$ cat src/rtl/weight_fifo_loader_if.sv
// Load-side bundle of the weight FIFO loader: start/status, weight-memory read
// port and column FIFO push/pop strobes.
interface weight_fifo_loader_if #(
    parameter int ADDR_W = 8
);
    logic              start;
    logic [ADDR_W-1:0] base_addr;
    logic              busy;
    logic              done;
    logic              mem_rd_en;
    logic [ADDR_W-1:0] mem_addr;
    logic [7:0]        mem_rd_data;
    logic              push_col0;
    logic              push_col1;
    logic              push_col2;
    logic [7:0]        data_out;
    logic              pop;
    logic              load_mmu;

    modport master (
        input  start, base_addr, mem_rd_data,
        output busy, done, mem_rd_en, mem_addr,
               push_col0, push_col1, push_col2, data_out, pop, load_mmu
    );

    modport slave (
        output start, base_addr, mem_rd_data,
        input  busy, done, mem_rd_en, mem_addr,
               push_col0, push_col1, push_col2, data_out, pop, load_mmu
    );
endinterface

$ cat src/rtl/weight_fifo_loader.sv
// Fetches one 3-column weight tile (column-major) from memory, pushes it into
// the column weight FIFO, then pops it into the MMU with a 2-cycle skew drain.
module weight_fifo_loader #(
    parameter int ROWS   = 3,
    parameter int ADDR_W = 8
) (
    input  logic                  clk,
    input  logic                  rst,
    weight_fifo_loader_if.master  bus
);
    localparam int TOTAL = 3 * ROWS;
    localparam int CNT_W = $clog2(TOTAL);
    localparam logic [CNT_W-1:0] LAST_K    = CNT_W'(TOTAL - 1);
    localparam logic [CNT_W-1:0] LAST_POP  = CNT_W'(ROWS - 1);
    localparam logic [CNT_W-1:0] LAST_SKEW = CNT_W'(1);
    localparam logic [1:0]       LAST_ROW  = 2'(ROWS - 1);

    typedef enum logic [2:0] {
        IDLE,
        FETCH,
        FLUSH,
        POP,
        SKEW,
        DONE
    } state_t;

    state_t            state_q, state_d;
    logic [CNT_W-1:0]  cnt_q, cnt_d;
    logic [1:0]        row_q, row_d;
    logic [1:0]        col_q, col_d;
    logic [ADDR_W-1:0] base_q, base_d;
    logic              push_vld_q;
    logic [1:0]        push_col_q;
    logic              rd_en;
    logic              pop_en;
    logic              load_en;
    logic              done_en;

    always_ff @(posedge clk or posedge rst) begin
        if (rst) begin
            state_q <= IDLE;
            cnt_q   <= '0;
            row_q   <= '0;
            col_q   <= '0;
            base_q  <= '0;
        end else begin
            state_q <= state_d;
            cnt_q   <= cnt_d;
            row_q   <= row_d;
            col_q   <= col_d;
            base_q  <= base_d;
        end
    end

    always_comb begin
        state_d = state_q;
        cnt_d   = cnt_q;
        row_d   = row_q;
        col_d   = col_q;
        base_d  = base_q;
        rd_en   = 1'b0;
        pop_en  = 1'b0;
        load_en = 1'b0;
        done_en = 1'b0;
        case (state_q)
            IDLE: begin
                if (bus.start) begin
                    state_d = FETCH;
                    cnt_d   = '0;
                    row_d   = '0;
                    col_d   = '0;
                    base_d  = bus.base_addr;
                end
            end
            FETCH: begin
                rd_en = 1'b1;
                if (cnt_q == LAST_K) begin
                    state_d = FLUSH;
                    cnt_d   = '0;
                end else begin
                    cnt_d = cnt_q + 1'b1;
                end
                // row/col track the byte being read so its push lands on the right column
                if (row_q == LAST_ROW) begin
                    row_d = '0;
                    col_d = col_q + 1'b1;
                end else begin
                    row_d = row_q + 1'b1;
                end
            end
            FLUSH: begin
                state_d = POP;
                cnt_d   = '0;
            end
            POP: begin
                pop_en  = 1'b1;
                load_en = 1'b1;
                if (cnt_q == LAST_POP) begin
                    state_d = SKEW;
                    cnt_d   = '0;
                end else begin
                    cnt_d = cnt_q + 1'b1;
                end
            end
            SKEW: begin
                load_en = 1'b1;
                if (cnt_q == LAST_SKEW) begin
                    state_d = DONE;
                    cnt_d   = '0;
                end else begin
                    cnt_d = cnt_q + 1'b1;
                end
            end
            DONE: begin
                done_en = 1'b1;
                state_d = IDLE;
            end
            default: begin
                state_d = IDLE;
            end
        endcase
    end

    // Read data returns one cycle after the strobe, so the push is a delayed copy.
    always_ff @(posedge clk or posedge rst) begin
        if (rst) begin
            push_vld_q <= 1'b0;
            push_col_q <= '0;
        end else begin
            push_vld_q <= rd_en;
            push_col_q <= col_q;
        end
    end

    assign bus.busy      = (state_q != IDLE);
    assign bus.done      = done_en;
    assign bus.mem_rd_en = rd_en;
    assign bus.mem_addr  = rd_en ? (base_q + ADDR_W'(cnt_q)) : '0;
    assign bus.push_col0 = push_vld_q && (push_col_q == 2'd0);
    assign bus.push_col1 = push_vld_q && (push_col_q == 2'd1);
    assign bus.push_col2 = push_vld_q && (push_col_q == 2'd2);
    assign bus.data_out  = push_vld_q ? bus.mem_rd_data : '0;
    assign bus.pop       = pop_en;
    assign bus.load_mmu  = load_en;
endmodule

$ cat src/flat_wrapper.sv
// flat-port wrapper written by rule: the top's interface ports become plain ports
module weight_fifo_loader_flat 
#(
    parameter int ROWS   = 3,
    parameter int ADDR_W = 8
)
  (clk, rst, bus_start, bus_base_addr, bus_mem_rd_data, bus_busy, bus_done, bus_mem_rd_en, bus_mem_addr, bus_push_col0, bus_push_col1, bus_push_col2, bus_data_out, bus_pop, bus_load_mmu);
  weight_fifo_loader_if #(.ADDR_W(ADDR_W)) bus_i ();
  input  logic clk;
  input  logic rst;
  input wire logic [$bits(bus_i.start)-1:0] bus_start;
  input wire logic [$bits(bus_i.base_addr)-1:0] bus_base_addr;
  input wire logic [$bits(bus_i.mem_rd_data)-1:0] bus_mem_rd_data;
  output wire logic [$bits(bus_i.busy)-1:0] bus_busy;
  output wire logic [$bits(bus_i.done)-1:0] bus_done;
  output wire logic [$bits(bus_i.mem_rd_en)-1:0] bus_mem_rd_en;
  output wire logic [$bits(bus_i.mem_addr)-1:0] bus_mem_addr;
  output wire logic [$bits(bus_i.push_col0)-1:0] bus_push_col0;
  output wire logic [$bits(bus_i.push_col1)-1:0] bus_push_col1;
  output wire logic [$bits(bus_i.push_col2)-1:0] bus_push_col2;
  output wire logic [$bits(bus_i.data_out)-1:0] bus_data_out;
  output wire logic [$bits(bus_i.pop)-1:0] bus_pop;
  output wire logic [$bits(bus_i.load_mmu)-1:0] bus_load_mmu;
  assign bus_i.start = bus_start;
  assign bus_i.base_addr = bus_base_addr;
  assign bus_i.mem_rd_data = bus_mem_rd_data;
  assign bus_busy = bus_i.busy;
  assign bus_done = bus_i.done;
  assign bus_mem_rd_en = bus_i.mem_rd_en;
  assign bus_mem_addr = bus_i.mem_addr;
  assign bus_push_col0 = bus_i.push_col0;
  assign bus_push_col1 = bus_i.push_col1;
  assign bus_push_col2 = bus_i.push_col2;
  assign bus_data_out = bus_i.data_out;
  assign bus_pop = bus_i.pop;
  assign bus_load_mmu = bus_i.load_mmu;
  weight_fifo_loader #(.ROWS(ROWS), .ADDR_W(ADDR_W)) u_core (.clk(clk), .rst(rst), .bus(bus_i));
endmodule
$ cat config.mk
export PLATFORM = sky130hd
export DESIGN_NAME = weight_fifo_loader_flat
export DESIGN_NICKNAME = d
export VERILOG_FILES = /design/src/rtl/weight_fifo_loader_if.sv /design/src/rtl/weight_fifo_loader.sv /design/src/flat_wrapper.sv
export SDC_FILE = /design/constraint.sdc
export NUM_CORES = 1
export LEC_CHECK = 0
export ABC_CLOCK_PERIOD_IN_PS = 1900
export CORE_UTILIZATION = 42
export CTS_CLUSTER_SIZE = 40
export DETAILED_ROUTE_END_ITERATION = 6
export PLACE_DENSITY = 0.76
export SKIP_LAST_GASP = 1
export SLEW_MARGIN = 20
export SYNTH_ARGS = -nofsm -noshare
export SYNTH_HDL_FRONTEND = slang
export SYNTH_SLANG_ARGS = --single-unit
$ cat constraint.sdc
create_clock -name clk -period 1.9 [get_ports clk]
set_input_delay 0.19 -clock clk [delete_from_list [all_inputs] [get_ports clk]]
set_output_delay 0.19 -clock clk [all_outputs]
set_load 0.01 [all_outputs]
==> run metrics, run 1 <==
Synth Flop Type=dfrtp_1; critical path required time=1.71 ns; clk_lat worst skew=0.30 ns; status=finished, violations left; number of synthesized flops with an enable pin=0; sequential cell area fraction in the yosys report=0.389; TritonCTS clock tree=done; violated checks=negative setup slack; Die Y-Extent=60.0 um; final core occ=0.686; Clock Skew=0.00613 ns; GR Overflow Total=0; wire per inst=14.1 um; RSZ-0062 raised after global routing=true; Inserted Clock Buffers=3; asr flop ratio synth=1.00; Crit path max-delay family=compound AO/OA/AOI/OAI gates; vias=1315; worst-margin pin slew=0.299 ns; first-pass GRT wire length=6010 um; worst stage delay on the critical path=0.41 ns; Yosys reg bits=22; largest cells by area after synthesis=dfrtp_1 39%, ha_1 7.1%, mux2_2 6.4%; HP Class=in2async; drt pass-1 iters=4; DRC viols=0; Die Span X=60.0 um; post-synth top area cell=dfrtp_1; largest net degree at the start of global routing=23; Routed Antenna Nets=0; Setup crit end kind=output port; critical path startpoint category=flop; Mapped Area=0.00141 sq mm; pre-CTS setup slack=-0.504 ns; power density over the cells=1540 mW/mm^2; gpl congestion=0.868; total global-route track usage=0.222; endpoints failing setup=6; Routed WL=3610 um; Initial Util=0.452; Cells after Synth=144; port bufs=42; Crit Path Class=reg2out; vias per inst=5.14; HPWL after DPL=2710 um; Final period util=1.22; leakage power=1.01 nW; Synth top area share=0.389; Total Neg Setup Slack=-1.27 ns; minimum clock period=2.31 ns; Final Non-Filler Cells=256; row count=20; post-synthesis cell type count=47; Avg Cell Area, Syn=9.82 sq um; Initial DRC Count=38; Synth Net Count=172; top-count cell post-synth=dfrtp_1; I/O pin total=43; crit-path cells=ha_2, fa_2, a21o_1, a21oi_2, buf_4, o21ai_2, a21oi_1, buf_2; max-slew violations=0; H-tree depth=1; share of post-route cells with drive strength above 1=0.330; f_max=432 MHz; CP max FO=2; core box area=0.00313 sq mm; worst rel slew slack=0.798; vias in the first global route=1376; CTS Buffer Depth=2; ant diodes=0; critical path's slowest cell=dfrtp_1; Bufs and invs on worst path=2; initial antenna violation count=0; P&R area growth vs syn=51.8%; total power=3.30 mW; Clock transition at path regs=0.12 ns; Layout Nets=242; Synth warnings=0; CTS root buffer=clkbuf_4; Max VDD drop=0.000866 V; Placed Cells=246; most instantiated cells after synthesis=22 x dfrtp_1, 14 x nor2_1, 12 x nand2_1; CP arrival=2.12 ns; die area=0.00360 sq mm; max cap viols=0; TritonCTS Sinks=22; Final Hold Viols=0; worst setup margin=-0.414 ns
-- area by class of cell --
| type | count | area (sq um) |
|---|---|---|
| tap | 44 | 55.1 |
| multi-input combinational | 109 | 891 |
| inverter | 9 | 38.8 |
| clock buffer | 3 | 22.5 |
| sequential | 22 | 552 |
| timing repair buffer | 69 | 587 |
| fill | 248 | 982 |
-- registers in the layout, summed over array words and instances, names as in the netlist --
register and count:
u_core.base_q 8, u_core.cnt_q 4, u_core.state_q 3, u_core.col_q 2
u_core.push_col_q 2, u_core.row_q 2, u_core.push_vld_q 1
-- metrics by stage --
stage | hold WS, ns | cell area, sq um
finish | 0.211 | 2150
global route | 0.229 | 2150
CTS | 0.213 | 2090
detailed placement | 0.415 | 2020
global placement | 0.403 | 2020
floorplan | 0.179 | 1420
-- path summary, 6_finish.rpt --
path                                        end  cells past startpoint  slack (ns)       startpoint
min reg2reg                u_core.push_col_q[1]                      0        0.44  u_core.col_q[1]
min in group clk           u_core.push_col_q[1]                      0        0.44  u_core.col_q[1]
max in group asynchronous      u_core.base_q[1]                      3        1.45              rst
max                             bus_mem_addr[6]                      8       -0.41  u_core.cnt_q[0]
max reg2reg                     u_core.cnt_q[3]                      9        0.02  u_core.cnt_q[0]
min                            u_core.base_q[5]                      3        0.21              rst
-- timing repair --
item,4_1_cts,5_1_grt
buffers inserted,4,4
pin swaps,9,5
hold endpoints to repair,0,0
hold buffers,0,0
gates resized for setup,47,7
setup endpoints to repair,12,9
-- cells in the final DEF, fill, tap and decap left out, types with 2 or more instances in the layout --
cell type	count
and2_1	10
o31ai_1	4
nand2_1	12
and3b_1	3
a21oi_1	4
buf_2	6
clkbuf_4	3
o22ai_1	2
ha_1	4
o21ai_1	2
a21oi_2	2
nand3_1	2
dlygate4sd2_1	4
a21o_1	3
nor3b_1	3
nor2_1	14
buf_4	27
mux2_2	8
o21ai_0	2
inv_1	8
ha_4	3
clkdlybuf4s50_1	29
dfrtp_1	21
-- power breakdown --
| group | internal (mW) | total (mW) | leakage [nW] | switching (mW) |
|---|---|---|---|---|
| clock | 0.0737 | 0.206 | 0.0138 | 0.132 |
| sequential | 0.676 | 0.892 | 0.271 | 0.216 |
| combinational | 1.19 | 2.20 | 0.724 | 1.01 |
-- cells by family (layout without fill, tap and decap cells) --
logic type,Yosys count,after routing,share of synthesized area
AND/OR/NAND/NOR,60,60,0.249
XOR/XNOR,2,2,0.0124
adder cells (fa/ha/maj),9,9,0.0850
multiplexers,9,9,0.0708
flip-flops,22,22,0.389
buffers and inverters,13,81,0.0460
AO/OA/AOI/OAI,29,29,0.148
-- metal layers --
metal / global-route usage / up-vias / share of wire
met3: 0.0281 / 2 / 0.040
met5: 0 / - / 0
li1: - / 646 / -
met2: 0.427 / 37 / 0.54
met1: 0.256 / 630 / 0.41
met4: 0.0532 / 0 / 0.0058
-- worst reg2reg max path: stages (launching register included) --
cell and delay (ns):
dfrtp_1 0.41, buf_4 0.14, buf_4 0.14, inv_1 0.08, ha_1 0.18, nor3b_1 0.22
buf_4 0.17, o22ai_4 0.07, nor3_2 0.26, o31ai_1 0.11
(Power assumes the default switching activity.)
==> run 2, diff against run 1 <==
ABC_CLOCK_PERIOD_IN_PS = 2800   (was 1900)
CORE_UTILIZATION = 48   (was 42)
PLACE_DENSITY = 0.82   (was 0.76)
clock period = 2.8 ns   (was 1.9 ns; I/O delays follow)
==> run 2 against run 1 <==
  * Die area fell by 12%
  * Highest routed layer unchanged
  * The run now ends clean
  * Design area fell by 10%
  * Clock skew fell by 0.0010 ns
  * Setup slack improved by 0.57 ns
  * Hold slack improved by 0.22 ns
  * Sequential share of layout area rose by 3.2 points
  * Core utilization rose by 0.72 points
  * Total power fell by 41%
  * Final cell count fell by 14%
  * First-iteration DRC count rose by 11%
==> run metrics, run 2 (synthesis results as in run 1) <==
status=completed; Clock transition at path regs=0.12 ns; CTS Buffer Depth=2; max cap viols=0; Hold WS=0.427 ns; worst setup margin=0.155 ns; Final Hold Viols=0; post-route cell area=0.00193 sq mm; CTS root buffer=clkbuf_4; Die Y-Extent=56.3 um; total global-route track usage=0.225; CP max FO=7; Bufs and invs on worst path=1; max reg flops=8; DRC viols=0; Register-to-Register Path Depth=7; Routed WL=3120 um; Routed Antenna Nets=0; Worst Setup SP=u_core.cnt_q[1]; Crit path max-delay family=buffers and inverters; initial antenna violation count=0; leakage power=0.869 nW; HPWL after DPL=2330 um; pre-CTS setup slack=0.142 ns; RSZ-0062 raised after global routing=true; vias=1223; f_max=378 MHz; port bufs=42; row count=19; drt pass-1 iters=4; critical path required time=2.52 ns; worst stage delay on the critical path=0.55 ns; gpl congestion=0.836; Final period util=0.944; TritonCTS Sinks=22; reg2reg start=u_core.cnt_q[0]; TritonCTS clock tree=done; HP Class=in2async; largest net degree at the start of global routing=23; Multi-input gate area=813 sq um; Crit Path Class=reg2out; CP arrival=2.36 ns; Crit. path cell count=6; endpoints failing setup=0; H-tree depth=1; first-pass GRT wire length=5490 um; power density over the cells=1010 mW/mm^2; Post-DP Area=0.00186 sq mm; Initial Util=0.508; most frequent cells in the layout=40 x clkdlybuf4s50_1, 17 x dfrtp_1, 14 x nor2_1, 12 x nand2_1, 10 x and2_1; Layout Nets=220; worst rel slew slack=0.442; Inserted Clock Buffers=3; leading cell type in the layout, fill and taps excluded=clkdlybuf4s50_1; fillers=222; critical path startpoint category=flop; Clock Skew=0.00509 ns; vias per inst=5.53; top flop regs=u_core.base_q (8), u_core.cnt_q (4), u_core.state_q (3); Initial DRC Count=42; worst-margin pin slew=0.836 ns; Total Neg Setup Slack=0 ns; die area=0.00317 sq mm; Die Span X=56.3 um; critical path's slowest cell=clkdlybuf4s50_1; P&R area growth vs syn=36.4%; wire per inst=14.1 um; final core occ=0.693; ant diodes=0; core box area=0.00278 sq mm; share of post-route cells with drive strength above 1=0.179; minimum clock period=2.64 ns; vias in the first global route=1219; clk_lat worst skew=0.31 ns; Max VDD drop=0.000656 V; max-slew violations=0; I/O pin total=43; register area=557 sq um; Top reg by flops=u_core.base_q; Setup crit end kind=output port; GR Overflow Total=0; crit-path cells=ha_1, a211oi_2, o21bai_1, nand4_1, mux2i_1, clkdlybuf4s50_1
## run 2: changes by cell type in the layout (fill, tap and decap cells not counted), sizes merged
cell	delta
buf	-29
clkdlybuf4s50	+11
dlygate4sd2	-3
clkbuf	-1
clkinv	-1
clkinvlp	+1
## run 2: routing by layer
metal / track usage / wire length, um / vias up / part of all wire
li1: - / - / 610 / -
met1: 0.276 / 1310 / 562 / 0.42
met2: 0.384 / 1560 / 47 / 0.50
met3: 0.0461 / 201 / 4 / 0.064
met4: 0.0976 / 52 / 0 / 0.017
met5: 0 / 0 / - / 0
## run 2: per-stage QoR
step | cells | power [mW]
floorplan | 144 | 1.34
global placement | 214 | 1.69
detailed placement | 214 | 1.74
CTS | 218 | 1.91
global route | 221 | 2.13
finish | 221 | 1.96
## run 2: final timing paths
path,to,slack [ns]
setup / recovery,bus_mem_addr[7],0.16
hold / removal,u_core.push_col_q[0],0.43
setup reg to reg,u_core.cnt_q[3],0.82
hold reg to reg,u_core.push_col_q[1],0.45
max in group asynchronous,u_core.cnt_q[0],1.81
min in group clk,u_core.push_col_q[1],0.45
## run 2: layout make-up
type / instances / share of cell area
Sequential cell: 22 / 0.289
Timing Repair Buffer: 47 / 0.238
Multi-Input combinational cell: 109 / 0.422
Tap cell: 31 / 0.0201
Clock buffer: 3 / 0.0117
Inverter: 9 / 0.0195
## run 2: what timing repair did
action	in CTS	in global routing
setup endpoints to repair	2	4
pin swaps	0	0
hold buffers	0	0
setup buffers	1	3
resized for setup	3	8
## run 2: worst register-to-register path, delay by kind of cell, from the launching register on
| family | cells | cell delay [ns] |
|---|---|---|
| AOI/OAI and AO/OA | 2 | 0.26 |
| DFF | 1 | 0.44 |
| and+or+nand+nor | 2 | 0.75 |
| adders and majority gates | 1 | 0.19 |
| buffers and inverters | 2 | 0.24 |
## run 2: power breakdown
group          internal (mW)  switching (mW)  leakage, nW
Sequential             0.464           0.167        0.267
Combinational          0.640           0.540        0.588
Clock                 0.0503          0.0947       0.0138
